===== src/rtl/seq_ripple_borrow_sub_pkg.sv =====
// Shared definitions for the multi-cycle arithmetic blocks: FSM state
// encoding, default geometry and the width-compatibility helpers.
package seq_ripple_borrow_sub_pkg;

    // Common three-phase handshake FSM used by the multi-cycle units.
    typedef enum logic [1:0] {
        ST_IDLE = 2'd0,
        ST_RUN  = 2'd1,
        ST_DONE = 2'd2
    } arith_state_e;

    // Default geometry of the library instance.
    localparam int DEFAULT_W     = 32;
    localparam int DEFAULT_CHUNK = 8;
    localparam int NCHUNK        = DEFAULT_W / DEFAULT_CHUNK;

    // A width split is legal only when the chunk tiles the word exactly.
    function automatic bit width_ok(input int w, input int chunk);
        return (chunk > 0) && (w >= chunk) && ((w % chunk) == 0);
    endfunction

    // Counter width able to address n slices (never zero bits wide).
    function automatic int idx_width(input int n);
        return (n > 1) ? $clog2(n) : 1;
    endfunction

endpackage


===== src/rtl/seq_ripple_borrow_sub_chunk.sv =====
// Combinational CHUNK-bit ripple-borrow subtractor slice: d = x - y - bi.
module rbs_chunk #(
    parameter int CHUNK = 8
) (
    input  logic [CHUNK-1:0] x,
    input  logic [CHUNK-1:0] y,
    input  logic             bi,
    output logic [CHUNK-1:0] d,
    output logic             bo
);

    // Walk the borrow from LSB to MSB, one full-subtractor cell per bit.
    always_comb begin
        logic borrow;
        borrow = bi;
        d      = '0;
        for (int i = 0; i < CHUNK; i++) begin
            d[i]   = x[i] ^ y[i] ^ borrow;
            borrow = (~x[i] & y[i]) | (~(x[i] ^ y[i]) & borrow);
        end
        bo = borrow;
    end

endmodule


===== src/rtl/seq_ripple_borrow_sub.sv =====
// Multi-cycle ripple-borrow subtractor. One CHUNK-bit slice is resolved per
// cycle, LSB first, with the inter-slice borrow held in a register so the
// critical path is a single slice rather than the full word.
module seq_ripple_borrow_sub
    import seq_ripple_borrow_sub_pkg::*;
#(
    parameter int W     = 32,
    parameter int CHUNK = 8
) (
    input  logic         clk,
    input  logic         rst,
    input  logic         in_valid,
    output logic         in_ready,
    input  logic [W-1:0] a,
    input  logic [W-1:0] b,
    input  logic         bin,
    output logic         out_valid,
    input  logic         out_ready,
    output logic [W-1:0] diff,
    output logic         bout,
    output logic         ovf
);

    localparam int NSLICE = W / CHUNK;
    localparam int IDX_W  = idx_width(NSLICE);
    localparam logic [IDX_W-1:0] LAST_IDX = IDX_W'(NSLICE - 1);

    // Refuse to elaborate a split that does not tile the word.
    generate
        if (!width_ok(W, CHUNK)) begin : g_bad_width
            $error("seq_ripple_borrow_sub: W must be a non-zero multiple of CHUNK");
        end
    endgenerate

    arith_state_e      state_q, state_d;
    logic [IDX_W-1:0]  idx_q, idx_d;
    logic [W-1:0]      a_q, a_d;
    logic [W-1:0]      b_q, b_d;
    logic              borrow_q, borrow_d;
    logic [W-1:0]      diff_q, diff_d;
    logic              bout_q, bout_d;
    logic              ovf_q, ovf_d;

    // Operand slices, selected by the current slice index.
    logic [CHUNK-1:0]  a_slices [NSLICE];
    logic [CHUNK-1:0]  b_slices [NSLICE];
    logic [CHUNK-1:0]  cur_a, cur_b, cur_d;
    logic              cur_bo;
    logic [W-1:0]      diff_upd;

    genvar gi;
    generate
        for (gi = 0; gi < NSLICE; gi++) begin : g_slices
            assign a_slices[gi] = a_q[gi*CHUNK +: CHUNK];
            assign b_slices[gi] = b_q[gi*CHUNK +: CHUNK];
            // Only the slice being resolved this cycle is overwritten.
            assign diff_upd[gi*CHUNK +: CHUNK] = (idx_q == IDX_W'(gi)) ? cur_d
                                                : diff_q[gi*CHUNK +: CHUNK];
        end
    endgenerate

    assign cur_a = a_slices[idx_q];
    assign cur_b = b_slices[idx_q];

    rbs_chunk #(
        .CHUNK (CHUNK)
    ) u_chunk (
        .x  (cur_a),
        .y  (cur_b),
        .bi (borrow_q),
        .d  (cur_d),
        .bo (cur_bo)
    );

    // Next-state, datapath and handshake decode.
    always_comb begin
        state_d  = state_q;
        idx_d    = idx_q;
        a_d      = a_q;
        b_d      = b_q;
        borrow_d = borrow_q;
        diff_d   = diff_q;
        bout_d   = bout_q;
        ovf_d    = ovf_q;
        unique case (state_q)
            ST_IDLE: begin
                if (in_valid) begin
                    a_d      = a;
                    b_d      = b;
                    borrow_d = bin;
                    idx_d    = '0;
                    state_d  = ST_RUN;
                end
            end
            ST_RUN: begin
                diff_d   = diff_upd;
                borrow_d = cur_bo;
                if (idx_q == LAST_IDX) begin
                    // Final slice: the outgoing borrow and the new sign bit
                    // complete the result flags.
                    bout_d  = cur_bo;
                    ovf_d   = (a_q[W-1] != b_q[W-1]) && (diff_upd[W-1] != a_q[W-1]);
                    idx_d   = '0;
                    state_d = ST_DONE;
                end else begin
                    idx_d = idx_q + 1'b1;
                end
            end
            ST_DONE: begin
                if (out_ready) begin
                    state_d = ST_IDLE;
                end
            end
            default: begin
                state_d = ST_IDLE;
            end
        endcase
    end

    // State and datapath registers; reset clears any in-flight operation.
    always_ff @(posedge clk or posedge rst) begin
        if (rst) begin
            state_q  <= ST_IDLE;
            idx_q    <= '0;
            a_q      <= '0;
            b_q      <= '0;
            borrow_q <= 1'b0;
            diff_q   <= '0;
            bout_q   <= 1'b0;
            ovf_q    <= 1'b0;
        end else begin
            state_q  <= state_d;
            idx_q    <= idx_d;
            a_q      <= a_d;
            b_q      <= b_d;
            borrow_q <= borrow_d;
            diff_q   <= diff_d;
            bout_q   <= bout_d;
            ovf_q    <= ovf_d;
        end
    end

    assign in_ready  = (state_q == ST_IDLE);
    assign out_valid = (state_q == ST_DONE);
    assign diff      = diff_q;
    assign bout      = bout_q;
    assign ovf       = ovf_q;

endmodule


===== config.mk =====
export PLATFORM = sky130hd
export DESIGN_NAME = seq_ripple_borrow_sub
export DESIGN_NICKNAME = d
export VERILOG_FILES = /design/src/rtl/seq_ripple_borrow_sub_pkg.sv /design/src/rtl/seq_ripple_borrow_sub_chunk.sv /design/src/rtl/seq_ripple_borrow_sub.sv
export SDC_FILE = /design/constraint.sdc
export NUM_CORES = 1
export LEC_CHECK = 0
export ABC_AREA = 1
export CORE_MARGIN = 1
export CORE_UTILIZATION = 54
export DETAILED_ROUTE_END_ITERATION = 8
export PLACE_DENSITY_LB_ADDON = 0.15
export SYNTH_ARGS = -nofsm -noshare
export SYNTH_HDL_FRONTEND = slang
export SYNTH_SLANG_ARGS = --single-unit

===== constraint.sdc =====
create_clock -name clk -period 7.1 [get_ports clk]
set_clock_uncertainty 0.2 [all_clocks]
set_input_delay 1.42 -clock clk [delete_from_list [all_inputs] [get_ports clk]]
set_output_delay 1.42 -clock clk [all_outputs]
set_load 0.01 [all_outputs]

# After elaboration in Yosys (flattened, before gate mapping)
# Cells that the tools add are included.
word_totals:
  reg_bits: 103
  latch_bits: 0
  mem_bits_rw: 0
  mem_bits_ro: 0
  inputBits: 69
  word_cells: 108
  mem_count: 0
op_classes:
  addsub: 1
  multipliers: 0
  n_div: 0
  magnitude_cmp: 1
  eq_ne: 10
  n_shift: 0
  n_mux: 16
  bitwise: 57
  n_reduce_logical: 11
op_table:
  columns: ["cell", "n"]
  rows:
  - ["$mux 8", 5]
  - ["$bmux 8 s2", 2]
  - ["$and 1x1->1", 16]
  - ["$not 1->1", 16]
  - ["$xor 1x1->1", 16]
  - ["$reduce_and 2->1", 6]
  - ["$mux 2", 5]
  - ["$or 1x1->1", 8]
  - ["$eq 2x2->1 const B", 3]
  - ["$pmux 2 s3", 1]
  - ["$eq 2x1->1 const B", 2]
  - ["$logic_not 2->1", 2]
  - ["$ne 2x2->1 const B", 2]
  - ["$pmux 2 s2", 1]
  - ["$ge 3x3->1 const B", 1]
  - ["$not 2->3", 1]
  - ["$reduce_and 3->1", 1]
  - ["$add 2x1->2 const B", 1]
  - ["$ne 1x1->1", 2]
  - ["$ne 2x1->1 const B", 1]
  - ["$pmux 1 s2", 1]
  - ["$reduce_bool 2->1", 1]
  - ["$logic_and 1x1->1", 1]
  - ["$mux 1", 1]

# Logic depth before layout (Yosys ltp)
# Gate-level depths: netlist (run 1).
logic_depth:
  depth_word: 24
  mapped_depth: 21
  ltp_nobuf: 19

# Modules after synthesis
# From an unflattened synthesis (run 1), not the netlist that was laid out.
hier_totals:
  cells_unflattened: 545
  area_unflattened_um2: 4660.7
by_module_without_submodules:
  columns: ["module", "instances", "cells_each", "area_each_um2", "seq_area_each_um2"]
  rows:
  - ["seq_ripple_borrow_sub", 1, 519, 4433.0, 2577.5]
  - ["rbs_chunk", 1, 26, 227.7, 0.0]

# Least setup slack after synthesis (run 1)
# OpenSTA, ideal clock, no wires.
synth_timing:
  path_kind: "register to register"
  startpoint: "register idx_q[0]"
  endpoint: "register ovf_q, in the netlist ovf"
  t_arrival_ns: 4.277
  required_time_ns: 6.783
  path_slack_ns: 2.506
  stages_incl_launch_ff: 20
  path_buffers: 2
  synth_period_minus_slack_ns: 4.594
  path_cell_list: "dfrtp_1 buf_2 inv_1 buf_2 nor2_1 o22ai_1 fa_1 inv_1 fa_1 fa_1 fa_1 fa_1 fa_1 fa_1 inv_1 fa_1 nand2_1 nand3_1 nand3_1 nand2_1"
synth_between:
  elab_chain_cells: 24
  word_cells_on_any_way: 56
  classes_between: "eq/ne: 2; mux: 7; bitwise: 45; reduce/logical: 2"
synth_rtl:
  columns: ["item", "line", "source"]
  rows:
  - ["start, declared", "seq_ripple_borrow_sub.sv:36", "logic [IDX_W-1:0] idx_q, idx_d;"]
  - ["start signal, assigned", "seq_ripple_borrow_sub.sv:133", "idx_q <= idx_d;"]
  - ["$not 2->3 (implied by the code) (*)", "seq_ripple_borrow_sub.sv:62, seq_ripple_borrow_sub.sv:63", null]
  - ["$bmux 8 s2, on equally long branches", "seq_ripple_borrow_sub.sv:62, seq_ripple_borrow_sub.sv:63", null]
  - ["$mux 8, on equally long branches (2 in series)", "seq_ripple_borrow_sub.sv:62, seq_ripple_borrow_sub.sv:63", null]
  - ["$xor 1x1->1", "seq_ripple_borrow_sub_chunk.sv:19", "borrow = (~x[i] & y[i]) | (~(x[i] ^ y[i]) & borrow);"]
  - ["$not 1->1", "seq_ripple_borrow_sub_chunk.sv:19", null]
  - ["$and 1x1->1", "seq_ripple_borrow_sub_chunk.sv:19", null]
  - ["$or 1x1->1", "seq_ripple_borrow_sub_chunk.sv:19", null]
  - ["$and 1x1->1", "seq_ripple_borrow_sub_chunk.sv:19", null]
  - ["(+8 left out)", null, null]
  - ["$or 1x1->1", "seq_ripple_borrow_sub_chunk.sv:19", null]
  - ["$and 1x1->1", "seq_ripple_borrow_sub_chunk.sv:19", null]
  - ["$or 1x1->1", "seq_ripple_borrow_sub_chunk.sv:19", null]
  - ["$xor 1x1->1 (*)", "seq_ripple_borrow_sub_chunk.sv:18", "d[i] = x[i] ^ y[i] ^ borrow;"]
  - ["net cur_d[7]", "seq_ripple_borrow_sub.sv:47", "logic [CHUNK-1:0] cur_a, cur_b, cur_d;"]
  - ["$mux 8 (*)", "seq_ripple_borrow_sub.sv:57", "assign diff_upd[gi*CHUNK +: CHUNK] = (idx_q == IDX_W'(gi)) ? cur_d"]
  - ["$ne 1x1->1 (*)", "seq_ripple_borrow_sub.sv:102", "ovf_d = (a_q[W-1] != b_q[W-1]) && (diff_upd[W-1] != a_q[W-1]);"]
  - ["$logic_and 1x1->1 (*)", "seq_ripple_borrow_sub.sv:102", null]
  - ["end signal, assigned", "seq_ripple_borrow_sub.sv:139", "ovf_q <= ovf_d;"]
  - ["end, declared", "seq_ripple_borrow_sub.sv:42", "logic ovf_q, ovf_d;"]
# The timed path passes the listed nets; every way through them passes the cells marked *. The select of a mux whose other input is x is not followed.
# A chain may end at the register's enable or synchronous reset.

# Final worst setup path (run 1)
# Same ends and word-level chain as after synthesis.

==> results.md, run 1 <==
* Status: finished, final reports clean
* Nets at between 700 and 800
* VDD IR max at roughly 0.32 mV
* Avg Inst Size Synth at between 8 and 9 um^2
* I/O Buffers at approximately 100
* DRC viols at 0
* HPWL after detailed placement at roughly 7.5 mm
* DRT antenna net count at 0
* Worst slew margin at a little over a third
* Drt first-iter violations at 169
* GPL Wtd Cong at between 0.7 and 0.8
* Worst Setup Path Type: register to register
* CP endpoint kind: register
* Cell count after synthesis at 540
* #FFs+latches synth at a little over 100
* TritonCTS clock tree: built
* Comb power frac at approximately half
* Clock Power Share at 12.5%
* Psw at roughly 0.0013 W
* Pin count of the biggest net entering global routing at 68
* Hold_buf cts at 0
* Fin crit period at 5.474 ns
* Die area at 0.008941 mm^2
* Seq pwr share at 36.0%
* Sw Share at a little over two fifths
* Post-CTS Resized at 0
* Internal power at roughly 0.0017 W
* Wire per inst at 14.24 um
* Worst Path Arrival at 5.54 ns
* Total power at between 0.002 and 0.003 W
* CTS sink count at about 100
* First-pass iteration count of the detailed router at 5
* CTS max path bufs at 2
* Die Ht at between 90 and 100 um
* First-pass GRT wire length at roughly 17 mm
* Ports at ~110
* Layout area overhead at 25.97%
* # diodes at 0
* CTS buffer count at 9
* DR vias/cell at around 5.1
* Post-Syn Area at 0.004626 mm^2
* Clock H-tree levels at 3
* Commonest non-fill, non-tap cell in the layout: nand2_1
* Initial antenna violation count at 0
* Worst Hold Slack at approximately 0.29 ns
* Number of global-route vias before repair at about 3500
* Routed vias at around 3800
* Die Wd at 94.56 um
* Drt total wl at roughly 11 mm
* Leak Pwr at ~2.9 nW
* Final worst path period share at between 70% and 80%
* Non-Filler Instances at ~740
* Commonest cells after routing, fill and taps aside: 275 x nand2_1, 104 x clkdlybuf4s50_1, 103 x dfrtp_1
* GRT Util Overall at about 25%
* Hold Crit Class: register to register
* Fmax at 182.7 MHz
* Power per Cell Area at about 510 mW/mm^2
* Overflow after GRT at 0
* Mapped Nets at around 620
* Fraction of layout cells with a size suffix above 1 at around 4.3%
* Core area at ~0.0083 mm^2
* Post-CTS setup buffers at 0
* Final setup vio count at 0
* Pins over their slew limit at 0
* Num rows at 33
* Unique cell type count in the Yosys netlist at 22
* Worst slew pin tran at between 0.9 and 1 ns
* Setup tns final at 0 ns
* Initial Utilization at 56.02%
* Seq/Total Area, Yosys at a little under three fifths
* RSZ-0062 raised after global routing: false
* CP Data Required Time at 7.16 ns
* Placed Cells incl. Taps at ~720
* Yosys warns at 0
* Clock slew at reported path FFs at 0.09 ns
* Worst-skew pair later-pin latency at 0.37 ns
* Crit start category: register
* Maximum fanout along the worst path at 36
* Final Hold Fails at 0
* Root buffer cell: clkbuf_8
* Max_cap viols at 0
-- state kept, by name, summed over array words and instances, names as in the netlist --
signal and cells:
state_q 2, diff 32, b_q 32, idx_q 2, ovf 1, borrow_q 1
a_q 32, bout 1
-- final cells by class --
| cell class | count | area, um^2 |
|---|---|---|
| timing repair buffer | 106 | 1056 |
| fill | 655 | 2431 |
| clock inverter | 4 | 55.05 |
| inverter | 15 | 61.31 |
| sequential | 103 | 2577 |
| multi-input combinational | 394 | 1804 |
| tap | 105 | 131.4 |
| clock buffer | 11 | 141.4 |
-- cells by family (layout without fill, tap and decap cells) --
group	Yosys count	count (layout)	synth area share [%]
simple gates	317	317	27.16
flops	103	103	55.72
compound gates	65	65	7.303
buf+inv	43	136	5.275
fa+ha+maj	12	12	4.544
-- power groups by stage --
stage                     combinational, W  clock (W)  sequential, W
after floorplan                   0.000994          0        0.00104
after global placement             0.00150          0        0.00107
after detailed placement           0.00154          0        0.00107
after CTS                          0.00155   0.000378        0.00107
after global routing               0.00172   0.000398        0.00110
final                              0.00154   0.000371        0.00107
-- final timing paths --
path	startpoint	end	slack [ns]	cells past startpoint
max	idx_q[0]$_DFFE_PP0P_	ovf$_DFFE_PP0P_	1.63	18
min	a_q[30]$_DFFE_PP0P_	a_q[30]$_DFFE_PP0P_	0.29	2
max reg2reg	idx_q[0]$_DFFE_PP0P_	ovf$_DFFE_PP0P_	1.63	18
min reg2reg	a_q[30]$_DFFE_PP0P_	a_q[30]$_DFFE_PP0P_	0.29	2
max in group asynchronous	rst	a_q[15]$_DFFE_PP0P_	4.35	3
min in group asynchronous	rst	diff[1]$_DFFE_PP0P_	1.29	2
-- through the flow --
stage                     setup WS (ns)  area, um^2  util [%]
after floorplan                   2.506        4626         -
after global placement            1.864        5630     68.18
after detailed placement          1.677        5630     68.18
after CTS                         1.660        5827     70.56
after global routing              1.383        5827     70.56
final                             1.626        5827     70.56
-- metal layers --
layer	routed length, um	GRT usage (%)
met5	0	0
met4	201	8.460
met3	546	5.314
met2	4946	38.83
met1	4816	36.09
-- worst max-delay path, stage by stage (launching register included) --
cell and delay [ns]:
dfrtp_1 0.37, buf_4 0.23, inv_1 0.70, o21ai_0 0.16, o22ai_1 0.20, fa_1 0.21
inv_1 0.06, fa_1 0.39, fa_1 0.40, fa_1 0.41, fa_1 0.39, fa_1 0.40
fa_1 0.39, inv_1 0.08, fa_1 0.43, nand2_1 0.10, nand3_1 0.08, nand3_1 0.09
nand2_1 0.05
-- synthesized netlist by cell type --
master / number / area, um^2
buf_2: 16 / 80.08
nand3_1: 17 / 85.08
a21oi_1: 2 / 10.01
nand2_1: 275 / 1032
inv_4: 1 / 6.260
o21ai_1: 25 / 125.1
inv_1: 13 / 48.80
clkbuf_1: 4 / 15.01
o22ai_1: 8 / 50.05
buf_6: 8 / 90.09
nor2_1: 17 / 63.81
nand2_2: 1 / 6.260
o31ai_1: 1 / 7.510
ha_1: 4 / 50.05
inv_2: 1 / 3.750
or2_2: 1 / 6.260
o21ai_0: 29 / 145.1
nand2_4: 4 / 45.04
nor2_2: 1 / 6.260
nor2_4: 1 / 11.26
dfrtp_1: 103 / 2577
fa_1: 8 / 160.2
No activity file was read; power rests on OpenSTA's default activity.
==> run 2: changes to the inputs <==
Settings changed: CORE_UTILIZATION 54 to 50.
Clock period 7.1 ns to 5.6 ns, I/O delays scaled along.
==> run 2 against run 1 <==
The flow now finishes with violations (DRC). Global-route usage decreased by 1.1 points. Die area increased by 7.8%. Hold slack improved by 0.0029 ns. Count of clock-buffer cells in the layout decreased by 2. Largest cell class unchanged. Worst setup slack got worse by 0.84 ns. Largest power group unchanged. Via count increased by 0.37%. Sequential share of layout area about the same. Combinational power increased by 29%. Non-clock buffer count increased by 2. Design area about the same. First-iteration DRC count increased by 49%. Register-to-register slack got worse by 0.84 ns.
==> results.md, run 2 (synthesis gave the netlist of run 1 again) <==
* Die Ht at ~100 um
* Fmax at ~210 MHz
* Initial antenna violation count at 0
* DR vias/cell at 5.095
* Post-Place Worst Slack at 0.8114 ns
* Post-CTS Resized at 0
* Pin count of the biggest net entering global routing at 70
* CTS buffer count at 9
* Final Hold Fails at 0
* # diodes at 0
* Post-CTS setup buffers at 0
* Fin crit period at approximately 4.8 ns
* Routed vias at around 3800
* Worst slew margin at a little over a third
* Drt total wl at 10.81 mm
* Worst Setup Path Type: register to register
* Crit start category: register
* GRT Util Overall at between 20% and 30%
* Hold_buf cts at 0
* Maximum fanout along the worst path at 17
* Core area at approximately 0.009 mm^2
* Num rows at 34
* DRC viols at 6
* Die area at 0.009640 mm^2
* Final setup vio count at 0
* Root buffer cell: clkbuf_8
* RSZ-0062 raised after global routing: false
* Layout area overhead at 25.99%
* Placed Cells incl. Taps at 728
* Status: finished with violations
* Clock H-tree levels at 3
* Worst Path Arrival at around 4.9 ns
* I/O Buffers at 104
* Internal power at 0.002065 W
* Failing checks: DRC
* Die Wd at 98.19 um
* Psw at roughly 0.0017 W
* CP Data Required Time at 5.66 ns
* Wire per inst at about 15 um
* TritonCTS clock tree: built
* Nets at a little over 700
* Commonest non-fill, non-tap cell in the layout: nand2_1
* VDD IR max at approximately 0.41 mV
* Fraction of layout cells with a size suffix above 1 at 4.874%
* Max_cap viols at 0
* Final worst path period share at between 80% and 90%
* HPWL after detailed placement at roughly 7.6 mm
* Seq pwr share at 35.6%
* Power per Cell Area at 645.1 mW/mm^2
* Ports at between 100 and 150
* Worst slew pin tran at 0.9785 ns
* CTS sink count at a little over 100
* Worst-skew pair later-pin latency at approximately 0.36 ns
* Total power at between 0.003 and 0.004 W
* DRT antenna net count at 0
* First-pass iteration count of the detailed router at 9
* Sw Share at between 40% and 50%
* Commonest cells after routing, fill and taps aside: 275 x nand2_1, 104 x clkdlybuf4s50_1, 103 x dfrtp_1
* Core Util, Final at 65.87%
* Clock slew at reported path FFs at around 0.10 ns
* CP endpoint kind: register
* Pins over their slew limit at 0
* Drt first-iter violations at 252
* Number of global-route vias before repair at 3683
* Leak Pwr at around 2.9 nW
* Comb power frac at between 50% and 60%
* Initial Utilization at between 50% and 60%
* First-pass GRT wire length at between 15 and 20 mm
* Setup tns final at 0 ns
* GPL Wtd Cong at between 0.8 and 0.9
* Clock Power Share at a little under an eighth
* CTS max path bufs at 2
* Non-Filler Instances at 744
* Final WS setup at approximately 0.79 ns
* Overflow after GRT at 0
* Hold Crit Class: register to register
==> run 2: cell types whose count changed in the layout (fill, tap and decap cells not counted) <==
cell,change
clkinvlp_4,+1
clkinv_2,+1
clkbuf_8,-1
buf_4,+2
bufinv_16,-1
clkinv_4,+1
clkbuf_1,-1
inv_6,+1
==> run 2: through the flow <==
stage	area, um^2	hold WS (ns)
2_1_floorplan	4626	0.2436
3_3_place_gp	5649	0.2647
3_5_place_dp	5649	0.2649
4_1_cts	5828	0.2908
5_1_grt	5828	0.3193
6_report	5828	0.2899
==> run 2: worst max-delay path: stages, from the launching register on <==
cell and delay [ns]:
dfrtp_1 0.38, inv_1 0.37, o21ai_0 0.17, o22ai_1 0.19
fa_1 0.21, inv_1 0.05, fa_1 0.39, fa_1 0.42
fa_1 0.39, fa_1 0.39, fa_1 0.39, fa_1 0.38
inv_1 0.08, fa_1 0.42, nand2_1 0.09, nand3_1 0.08
nand3_1 0.08, nand2_1 0.05
==> run 2: power by group through the flow <==
stage	registers, W	clock network [W]	logic, W
4_1_cts	0.00134	0.000441	0.00200
3_3_place_gp	0.00134	0	0.00193
3_5_place_dp	0.00134	0	0.00199
2_1_floorplan	0.00132	0	0.00126
6_report	0.00134	0.000436	0.00199
5_1_grt	0.00137	0.000475	0.00223
==> run 2: routing by layer <==
metal  routed length (um)  track usage [%]
met1                 4997            34.71
met2                 4987            37.97
met3                  642            4.223
met4                  183            7.348
met5                    0                0
==> run 2: path summary, 6_finish.rpt <==
check | from | to | slack, ns | cells past startpoint
setup / recovery | idx_q[1]$_DFFE_PP0P_ | ovf$_DFFE_PP0P_ | 0.79 | 17
hold / removal | b_q[9]$_DFFE_PP0P_ | b_q[9]$_DFFE_PP0P_ | 0.29 | 2
setup reg to reg | idx_q[1]$_DFFE_PP0P_ | ovf$_DFFE_PP0P_ | 0.79 | 17
hold reg to reg | b_q[9]$_DFFE_PP0P_ | b_q[9]$_DFFE_PP0P_ | 0.29 | 2
max in group asynchronous | rst | b_q[25]$_DFFE_PP0P_ | 3.13 | 3
min in group asynchronous | rst | diff[1]$_DFFE_PP0P_ | 1.06 | 2
==> run 2: final cells by class <==
cell class / count / area (um^2)
Fill cell: 771 / 3020
Clock buffer: 9 / 123.9
Tap cell: 108 / 135.1
Timing Repair Buffer: 108 / 1071
Inverter: 15 / 61.31
Clock inverter: 7 / 55.05
Multi-Input combinational cell: 394 / 1804
Sequential cell: 103 / 2577
